==> src/rtl/bin2bcd_pkg.sv <==
`default_nettype none
// ============================================================================
// Module      : bin2bcd_pkg
// Description : Shared types and constants for the sequential binary-to-BCD
//               converter (FSM state encoding, BCD digit width, add-3
//               correction threshold).
// Revision    : 1.0 - initial release
// ============================================================================
package bin2bcd_pkg;

    // Converter FSM states, explicitly 2 bits wide.
    typedef enum logic [1:0] {
        IDLE  = 2'd0,
        SHIFT = 2'd1,
        DONE  = 2'd2
    } state_t;

    // Width of one packed BCD digit.
    localparam int BCD_DIGIT_W = 4;

    // Digits at or above this value get +3 before each shift.
    localparam logic [BCD_DIGIT_W-1:0] ADD3_THRESH = 4'd5;

endpackage : bin2bcd_pkg
`default_nettype wire

==> src/rtl/bcd_add3_cell.sv <==
`default_nettype none
// ============================================================================
// Module      : bcd_add3_cell
// Description : Combinational double-dabble correction for one BCD digit:
//               o_digit = (i_digit >= 5) ? i_digit + 3 : i_digit.
//               The result stays within the digit; there is no carry out.
// Ports       : i_digit  [3:0]  scratch digit before the shift
//               o_digit  [3:0]  corrected digit
// Revision    : 1.0 - initial release
// ============================================================================
module bcd_add3_cell
    import bin2bcd_pkg::*;
(
    input  logic [BCD_DIGIT_W-1:0] i_digit,
    output logic [BCD_DIGIT_W-1:0] o_digit
);

    // A legal digit here is 0..9, so the sum tops out at 12 and fits 4 bits.
    assign o_digit = (i_digit >= ADD3_THRESH) ? (i_digit + 4'd3) : i_digit;

endmodule : bcd_add3_cell
`default_nettype wire

==> src/rtl/bin2bcd_seq.sv <==
`default_nettype none
// ============================================================================
// Module      : bin2bcd_seq
// Description : Sequential binary-to-BCD converter (shift-add-3 / double
//               dabble). One binary bit is consumed per clock; a conversion
//               takes BIN_W+2 cycles from accepting edge to the next
//               possible acceptance.
// Parameters  : BIN_W   width of the binary operand
//               DIGITS  number of 4-bit BCD output digits
// Ports       : clk      system clock, rising edge
//               rst_n    asynchronous active-low reset
//               start    conversion request, sampled only in IDLE
//               bin_in   operand, captured on the accepting edge
//               busy     high whenever the FSM is not in IDLE
//               done     one-cycle pulse when bcd_out is updated
//               bcd_out  packed BCD result, digit 0 (units) at [3:0]
//               ovf      (BIN2BCD_OVF_EN only) result exceeded 10^DIGITS-1
// Build macro : BIN2BCD_OVF_EN - adds the ovf port and sticky overflow flag;
//               without it, results silently truncate to DIGITS digits.
// Revision    : 1.0 - initial release
// ============================================================================
module bin2bcd_seq
    import bin2bcd_pkg::*;
#(
    parameter int BIN_W  = 8,
    parameter int DIGITS = 3
)
(
    input  logic                          clk,
    input  logic                          rst_n,
    input  logic                          start,
    input  logic [BIN_W-1:0]              bin_in,
    output logic                          busy,
    output logic                          done,
    output logic [BCD_DIGIT_W*DIGITS-1:0] bcd_out
`ifdef BIN2BCD_OVF_EN
    ,
    output logic                          ovf
`endif
);

    localparam int c_scr_w = BCD_DIGIT_W * DIGITS;
    localparam int c_cnt_w = $clog2(BIN_W + 1);
    localparam logic [c_cnt_w-1:0] c_cnt_load = c_cnt_w'(BIN_W);
    localparam logic [c_cnt_w-1:0] c_cnt_last = c_cnt_w'(1);

    state_t               r_state;
    logic                 r_busy;
    logic                 r_done;
    logic [c_scr_w-1:0]   r_bcd;
    logic [c_scr_w-1:0]   r_scratch;
    logic [BIN_W-1:0]     r_shreg;
    logic [c_cnt_w-1:0]   r_count;
    logic [c_scr_w-1:0]   w_adj;

    // Per-digit add-3 correction applied to the scratch before each shift.
    for (genvar gi = 0; gi < DIGITS; gi++) begin : g_add3
        bcd_add3_cell u_cell (
            .i_digit (r_scratch[gi*BCD_DIGIT_W +: BCD_DIGIT_W]),
            .o_digit (w_adj[gi*BCD_DIGIT_W +: BCD_DIGIT_W])
        );
    end

`ifdef BIN2BCD_OVF_EN
    logic r_ovf_flag;
    logic r_ovf;
`else
    // The bit leaving the top digit is intentionally discarded.
    logic w_unused_top;
    assign w_unused_top = w_adj[c_scr_w-1];
`endif

    always_ff @(posedge clk or negedge rst_n) begin
        if (!rst_n) begin
            r_state    <= IDLE;
            r_busy     <= 1'b0;
            r_done     <= 1'b0;
            r_bcd      <= '0;
            r_scratch  <= '0;
            r_shreg    <= '0;
            r_count    <= '0;
`ifdef BIN2BCD_OVF_EN
            r_ovf_flag <= 1'b0;
            r_ovf      <= 1'b0;
`endif
        end else begin
            r_done <= 1'b0;
            case (r_state)
                IDLE: begin
                    if (start) begin
                        r_shreg    <= bin_in;
                        r_scratch  <= '0;
                        r_count    <= c_cnt_load;
                        r_busy     <= 1'b1;
                        r_state    <= SHIFT;
`ifdef BIN2BCD_OVF_EN
                        r_ovf_flag <= 1'b0;
                        r_ovf      <= 1'b0;
`endif
                    end
                end

                SHIFT: begin
                    // Corrected scratch shifts left; operand MSB enters at bit 0.
                    r_scratch <= {w_adj[c_scr_w-2:0], r_shreg[BIN_W-1]};
                    r_shreg   <= r_shreg << 1;
                    r_count   <= r_count - c_cnt_last;
`ifdef BIN2BCD_OVF_EN
                    r_ovf_flag <= r_ovf_flag | w_adj[c_scr_w-1];
`endif
                    if (r_count == c_cnt_last) begin
                        r_state <= DONE;
                    end
                end

                DONE: begin
                    r_bcd   <= r_scratch;
                    r_done  <= 1'b1;
                    r_busy  <= 1'b0;
                    r_state <= IDLE;
`ifdef BIN2BCD_OVF_EN
                    r_ovf   <= r_ovf_flag;
`endif
                end

                default: begin
                    r_busy  <= 1'b0;
                    r_state <= IDLE;
                end
            endcase
        end
    end

    assign busy    = r_busy;
    assign done    = r_done;
    assign bcd_out = r_bcd;
`ifdef BIN2BCD_OVF_EN
    assign ovf     = r_ovf;
`endif

endmodule : bin2bcd_seq
`default_nettype wire

==> config.mk <==
export PLATFORM = sky130hd
export DESIGN_NAME = bin2bcd_seq
export DESIGN_NICKNAME = d
export VERILOG_FILES = /design/src/rtl/bin2bcd_pkg.sv /design/src/rtl/bcd_add3_cell.sv /design/src/rtl/bin2bcd_seq.sv
export SDC_FILE = /design/constraint.sdc
export NUM_CORES = 1
export LEC_CHECK = 0
export BUFFER_PORTS_ARGS = -buffer_cell sky130_fd_sc_hd__buf_2
export CAP_MARGIN = 0
export CORE_ASPECT_RATIO = 1.2
export CORE_MARGIN = 4
export CORE_UTILIZATION = 25
export DETAILED_ROUTE_END_ITERATION = 8
export SLEW_MARGIN = 10
export SYNTH_ARGS = -nofsm -noshare
export SYNTH_HDL_FRONTEND = slang
export SYNTH_HIERARCHICAL = 1
export SYNTH_SLANG_ARGS = --single-unit
export TNS_END_PERCENT = 50
==> constraint.sdc <==
create_clock -name clk -period 3.64 [get_ports clk]
set_input_delay 0.182 -clock clk [delete_from_list [all_inputs] [get_ports clk]]
set_output_delay 0.182 -clock clk [all_outputs]
set_load 0.01 [all_outputs]
==> qor.txt, run 1 <==
Worst R2R Setup Slack -> 1.85 ns
final net count -> 207
DR pass1 iterations -> 4
# clock sinks -> 40
CP max stage cell -> o21bai_2
Area after DPL -> 0.00206 mm^2
fin crit share -> 49.2%
# rows -> 34
Pint -> 1.17 mW
type of origin of the critical path -> register
RSZ-0062 raised after global routing -> false
# fillers -> 750
Die X-Extent -> 87.1 um
final std cell area, no fill -> 0.00217 mm^2
Synth Instances -> 164
Max Cap Viol -> 0
pwr/cell area -> 841 mW/mm^2
number of setup buffers added after CTS -> 0
Num CTS Buffers -> 5
Setup crit end kind -> register
drt via density -> 4.41
Seq pwr share -> 42.1%
remaining global-route overflow -> 0
CP cell instances -> o21bai_2, o21ai_0
clock root buffer -> clkbuf_8
diode count -> 0
path depth of the worst reg2reg path -> 2
Area Overhead vs Synth -> 15.5%
share of layout cells above drive strength 1 -> 25.4%
switching part of the total power -> 35.7%
Max H-tree Level -> 2
peak supply drop -> 0.388 mV
Starting Density -> 25.8%
critical path data arrival time -> 1.92 ns
core area -> 0.00727 mm^2
Req. time, crit path -> 3.77 ns
Fin. Hold Viols -> 0
Post-CTS Hold Fix Bufs -> 0
Die Area -> 0.00897 mm^2
synthesized area -> 0.00188 mm^2
Inst Count DP -> 271
post-DR wirelength/cell -> 11.6 um
clk_skew -> 0.00463 ns
register area -> 0.00100 mm^2
Hold Path Class -> in2async
clock slew at reported path FFs -> 0.07 ns
latest clock arrival within the worst-skew pair -> 0.29 ns
P_sw -> 0.651 mW
Critical Path Fanout Max -> 30
GRT Resource Usage Total -> 8.14%
Port Buf Inserts -> 24
max_slew headroom -> 26.6%
DRT antenna net count -> 0
Syn. warnings -> 6
initial antenna violation count -> 0
post-CTS sizing -> 0
DP HPWL -> 2280 um
non-filler cells, final -> 279
final core utilization -> 29.8%
DIE HEIGHT -> 103 um
syn_area_per_cell -> 11.5 um^2
worst setup path class -> reg2reg
Comb power frac -> 38.7%
clock share of power -> 19.1%
upper clock frequency limit -> 0.559 GHz
Least-Margin Pin Slew -> 1.10 ns
WL final -> 3230 um
Top-Level Pins -> 25
via count -> 1230
initial DRC count -> 24
Slew Limit Fails -> 0
area of the multi-input gates -> 790 um^2
maximum clock insertion buffer count -> 2
leakage dissipation -> 1.09 nW
GP Congestion -> 0.741
setup TNS after final layout -> 0 ns
Reg-to-Reg Start -> r_state[0]$_DFFE_PN0P_
status -> finished clean
CTS tree -> built
largest net degree at the start of global routing -> 41
Final Setup Violations -> 0
vias in the first global route -> 1272
CP peak stage delay -> 0.91 ns
Synthesized Nets -> 183
DRC -> 0
first-pass GRT wire length -> 5730 um
RR Endpoint -> r_shreg[5]$_DFFE_PN0P_
min Tclk post-route -> 1.79 ns
==> critical path: cells and delay by family (launching register included) <==
kind / cells / cell delay [ns]
flops: 1 / 0.49
compound gates: 2 / 1.12
==> metal layers <==
metal,wire length [um],global-route usage (%)
met5,0,0
met4,56,3.90
met3,158,2.16
met2,1490,13.6
met1,1520,9.76
==> layout by cell type (no fill, tap or decap), types with 2 or more instances in the layout <==
| cell type | instances |
|---|---|
| a21oi_2 | 3 |
| a22o_1 | 12 |
| a22oi_1 | 2 |
| buf_2 | 24 |
| clkbuf_8 | 5 |
| dfrtp_1 | 40 |
| ha_1 | 8 |
| inv_1 | 10 |
| mux2_2 | 12 |
| mux2i_1 | 9 |
| nand2_1 | 22 |
| nand2b_1 | 6 |
| nor2_1 | 6 |
| o21ai_0 | 12 |
| o21ai_1 | 2 |
| xnor2_1 | 3 |
==> cell type report <==
type / instances / share of cell area [%]
clock buffers: 6 / 3.35
flip-flops and latches: 40 / 46.2
multi-input cells: 107 / 36.4
clock inverters: 2 / 1.62
inverters: 10 / 1.73
well taps: 90 / 5.19
repair buffers: 24 / 5.54
==> registers in the layout (all words and copies together) (netlist names) <==
signal	flops
busy	1
r_scratch	12
r_shreg	8
bcd_out	12
r_count	4
done	1
r_state	2
==> through the flow <==
stage | power [mW] | setup slack (ns) | hold slack, ns
after detailed placement | 1.50 | 1.83 | 0.358
after global routing | 2.00 | 1.63 | 0.0656
after global placement | 1.47 | 1.89 | 0.352
final | 1.82 | 1.85 | 0.0000561
after CTS | 1.86 | 1.81 | 0.0388
after floorplan | 1.34 | 2.31 | -0.114
==> worst max path at each step <==
| stage | from | to | slack (ns) | cells after the start |
|---|---|---|---|---|
| after global routing | r_state[0]$_DFFE_PN0P_ | r_shreg[5]$_DFFE_PN0P_ | 1.63 | 2 |
| after CTS | r_state[0]$_DFFE_PN0P_ | r_shreg[5]$_DFFE_PN0P_ | 1.81 | 2 |
| after floorplan | r_scratch[0]$_DFFE_PN0P_ | r_scratch[2]$_DFFE_PN0P_ | 2.31 | 5 |
| after detailed placement | r_state[0]$_DFFE_PN0P_ | r_shreg[5]$_DFFE_PN0P_ | 1.83 | 2 |
| final | r_state[0]$_DFFE_PN0P_ | r_shreg[5]$_DFFE_PN0P_ | 1.85 | 2 |
| after global placement | r_state[0]$_DFFE_PN0P_ | r_shreg[3]$_DFFE_PN0P_ | 1.89 | 2 |
==> power groups by stage <==
| stage | logic [mW] | registers (mW) | clock network (mW) |
|---|---|---|---|
| floorplan | 0.579 | 0.759 | 0 |
| global placement | 0.698 | 0.775 | 0 |
| detailed placement | 0.717 | 0.782 | 0 |
| CTS | 0.721 | 0.772 | 0.366 |
| global route | 0.811 | 0.807 | 0.382 |
| finish | 0.706 | 0.769 | 0.349 |
Note: power is estimated with default switching activity, not from simulation.
==> inputs of run 2 (changes only) <==
==> constraint.sdc (replaced) <==
create_clock -name clk -period 1.77 [get_ports clk]
set_input_delay 0.0885 -clock clk [delete_from_list [all_inputs] [get_ports clk]]
set_output_delay 0.0885 -clock clk [all_outputs]
set_load 0.01 [all_outputs]
==> run 2 against run 1 <==
Net effect:
- non-clock buffer count rose by 5
- via count rose by 0.81%
- first-iteration DRC count rose by 46%
- die area did not move
- setup slack got worse by 1.5 ns
- sequential power rose by 110%
- global-route usage rose by 0.26 points
- wire length rose by 2.9%
- hold slack improved by 0.040 ns
- cell count rose by 1.8%
- critical path depth rose by 3
==> qor.txt, run 2 (same netlist as run 1, synthesis figures left out) <==
upper clock frequency limit -> 0.696 GHz (was 0.559 GHz)
clock root buffer -> clkbuf_8 (unchanged)
status -> finished clean (unchanged)
Port Buf Inserts -> 24 (unchanged)
peak supply drop -> 0.602 mV (was 0.388 mV)
Die Area -> 0.00897 mm^2 (unchanged)
Hold Path Class -> in2reg (was in2async)
# clock sinks -> 40 (unchanged)
worst setup path class -> reg2reg (unchanged)
max layer used -> met4 (unchanged)
max_slew headroom -> 66.5% (was 26.6%)
via count -> 1240 (was 1230)
DRT antenna net count -> 0 (unchanged)
min Tclk post-route -> 1.44 ns (was 1.79 ns)
Max H-tree Level -> 2 (unchanged)
leakage dissipation -> 1.11 nW (was 1.09 nW)
post-DR wirelength/cell -> 11.7 um (was 11.6 um)
path depth of the worst reg2reg path -> 5 (was 2)
# rows -> 34 (unchanged)
Die X-Extent -> 87.1 um (unchanged)
WL final -> 3320 um (was 3230 um)
largest net degree at the start of global routing -> 41 (unchanged)
WL met2 -> 1510 um (was 1490 um)
type of origin of the critical path -> register (unchanged)
Power Total -> 3.85 mW (was 1.82 mW)
DR pass1 iterations -> 4 (unchanged)
commonest non-fill, non-tap cell in the layout -> dfrtp_1 (unchanged)
CTS tree -> built (unchanged)
GRT Resource Usage Total -> 8.40% (was 8.14%)
Least-Margin Pin Slew -> 0.502 ns (was 1.10 ns)
min-delay src -> bin_in[0]
Top-Level Pins -> 25 (unchanged)
Starting Density -> 25.8% (unchanged)
clock slew at reported path FFs -> 0.08 ns (was 0.07 ns)
vias in the first global route -> 1298 (was 1272)
fin crit share -> 81.2% (was 49.2%)
final core utilization -> 30.5% (was 29.8%)
DP HPWL -> 2300 um (was 2280 um)
Req. time, crit path -> 2.01 ns (was 3.77 ns)
Num CTS Buffers -> 5 (unchanged)
CP max stage cell -> dfrtp_1 (was o21bai_2)
diode count -> 0 (unchanged)
final std cell area, no fill -> 0.00222 mm^2 (was 0.00217 mm^2)
initial antenna violation count -> 0 (unchanged)
Final Setup Violations -> 0 (unchanged)
Setup crit end kind -> register (unchanged)
most frequent cells in the layout -> dfrtp_1, buf_2, nand2_1 (unchanged)
first-pass GRT wire length -> 5950 um (was 5730 um)
GP Congestion -> 0.709 (was 0.741)
RSZ-0062 raised after global routing -> false (unchanged)
Reg-to-Reg Start -> r_scratch[4]$_DFFE_PN0P_ (was r_state[0]$_DFFE_PN0P_)
DIE HEIGHT -> 103 um (unchanged)
share of layout cells above drive strength 1 -> 27.3% (was 25.4%)
Area after DPL -> 0.00209 mm^2 (was 0.00206 mm^2)
setup TNS after final layout -> 0 ns (unchanged)
number of setup buffers added after CTS -> 0 (unchanged)
latest clock arrival within the worst-skew pair -> 0.29 ns (about the same)
worst hold path depth -> 2
Hold EP -> r_shreg[0]$_DFFE_PN0P_
Critical Path Fanout Max -> 6 (was 30)
Worst R2R Setup Slack -> 0.33 ns (was 1.85 ns)
initial DRC count -> 35 (was 24)
clk_skew -> 0.00423 ns (was 0.00463 ns)
critical path data arrival time -> 1.68 ns (was 1.92 ns)
Fin. Hold Viols -> 0 (unchanged)
Met3 Wirelength -> 169 um (was 158 um)
CP Buf/Inv Count -> 0 (unchanged)
pwr/cell area -> 1740 mW/mm^2 (was 841 mW/mm^2)
final net count -> 212 (was 207)
hold_ws -> 0.0401 ns (was 0.0000561 ns)
CP peak stage delay -> 0.46 ns (was 0.91 ns)
Max Cap Viol -> 0 (unchanged)
remaining global-route overflow -> 0 (unchanged)
core area -> 0.00727 mm^2 (unchanged)
drt via density -> 4.37 (was 4.41)
DRC -> 0 (unchanged)
Top delay family on crit path -> flip-flops (was compound AO/OA/AOI/OAI gates)
Slew Limit Fails -> 0 (unchanged)
RR Endpoint -> r_scratch[6]$_DFFE_PN0P_ (was r_shreg[5]$_DFFE_PN0P_)
post-CTS sizing -> 0 (unchanged)
maximum clock insertion buffer count -> 2 (unchanged)
Post-CTS Hold Fix Bufs -> 1 (was 0)
CP cell instances -> ha_1, nand2b_1, a21oi_2, mux2i_1, a22o_1 (was o21bai_2, o21ai_0)
# fillers -> 745 (was 750)
Area Overhead vs Synth -> 18.0% (was 15.5%)
DRT met1 WL -> 1610 um (was 1520 um)
run 2: changes by cell type in the layout (fill, tap and decap cells not counted), sizes merged:
cell / before / now
buf: 24 / 28
clkbuf: 6 / 5
clkinv: 1 / 0
clkinvlp: 0 / 1
dlygate4sd3: 0 / 1
inv: 10 / 11
run 2: final cells by class:
cell class                 instances  area (um^2)  share of cell area (%)
inverter                          10         37.5                    1.69
tap                               90          113                    5.08
timing repair buffer              29          160                    7.23
clock inverter                     3         46.3                    2.09
sequential                        40         1000                    45.2
clock buffer                       5         68.8                    3.11
multi-input combinational        107          790                    35.6
run 2: worst register-to-register path: stages, from the launching register on:
cell and delay [ns]:
dfrtp_1 0.46, ha_1 0.22, nand2b_1 0.16, a21oi_2 0.19
mux2i_1 0.21, a22o_1 0.13
run 2: power breakdown:
part / switching, mW / internal [mW]
logic: 0.741 / 0.762
registers: 0.308 / 1.27
clock network: 0.337 / 0.425
total: 1.39 / 2.46
run 2: layer usage:
metal	track usage, %	vias to the layer above
met5	0	-
met4	3.54	0
met3	2.48	5
met2	13.2	23
met1	10.8	590
li1	-	622
run 2: worst max path at each step:
stage                     cells past startpoint                       end                      from
after global routing                          6  r_scratch[1]$_DFFE_PN0P_  r_scratch[0]$_DFFE_PN0P_
after floorplan                               5  r_scratch[2]$_DFFE_PN0P_  r_scratch[0]$_DFFE_PN0P_
after detailed placement                      3    r_shreg[7]$_DFFE_PN0P_    r_state[0]$_DFFE_PN0P_
final                                         5  r_scratch[6]$_DFFE_PN0P_  r_scratch[4]$_DFFE_PN0P_
after global placement                        3    r_shreg[7]$_DFFE_PN0P_    r_state[0]$_DFFE_PN0P_
after CTS                                     3    r_shreg[7]$_DFFE_PN0P_    r_state[0]$_DFFE_PN0P_
run 2: per-stage QoR:
stage,std cells,setup WS [ns]
after CTS,284,0.309
after floorplan,164,0.440
after detailed placement,275,0.324
final,284,0.333
after global routing,284,0.197
after global placement,275,0.339
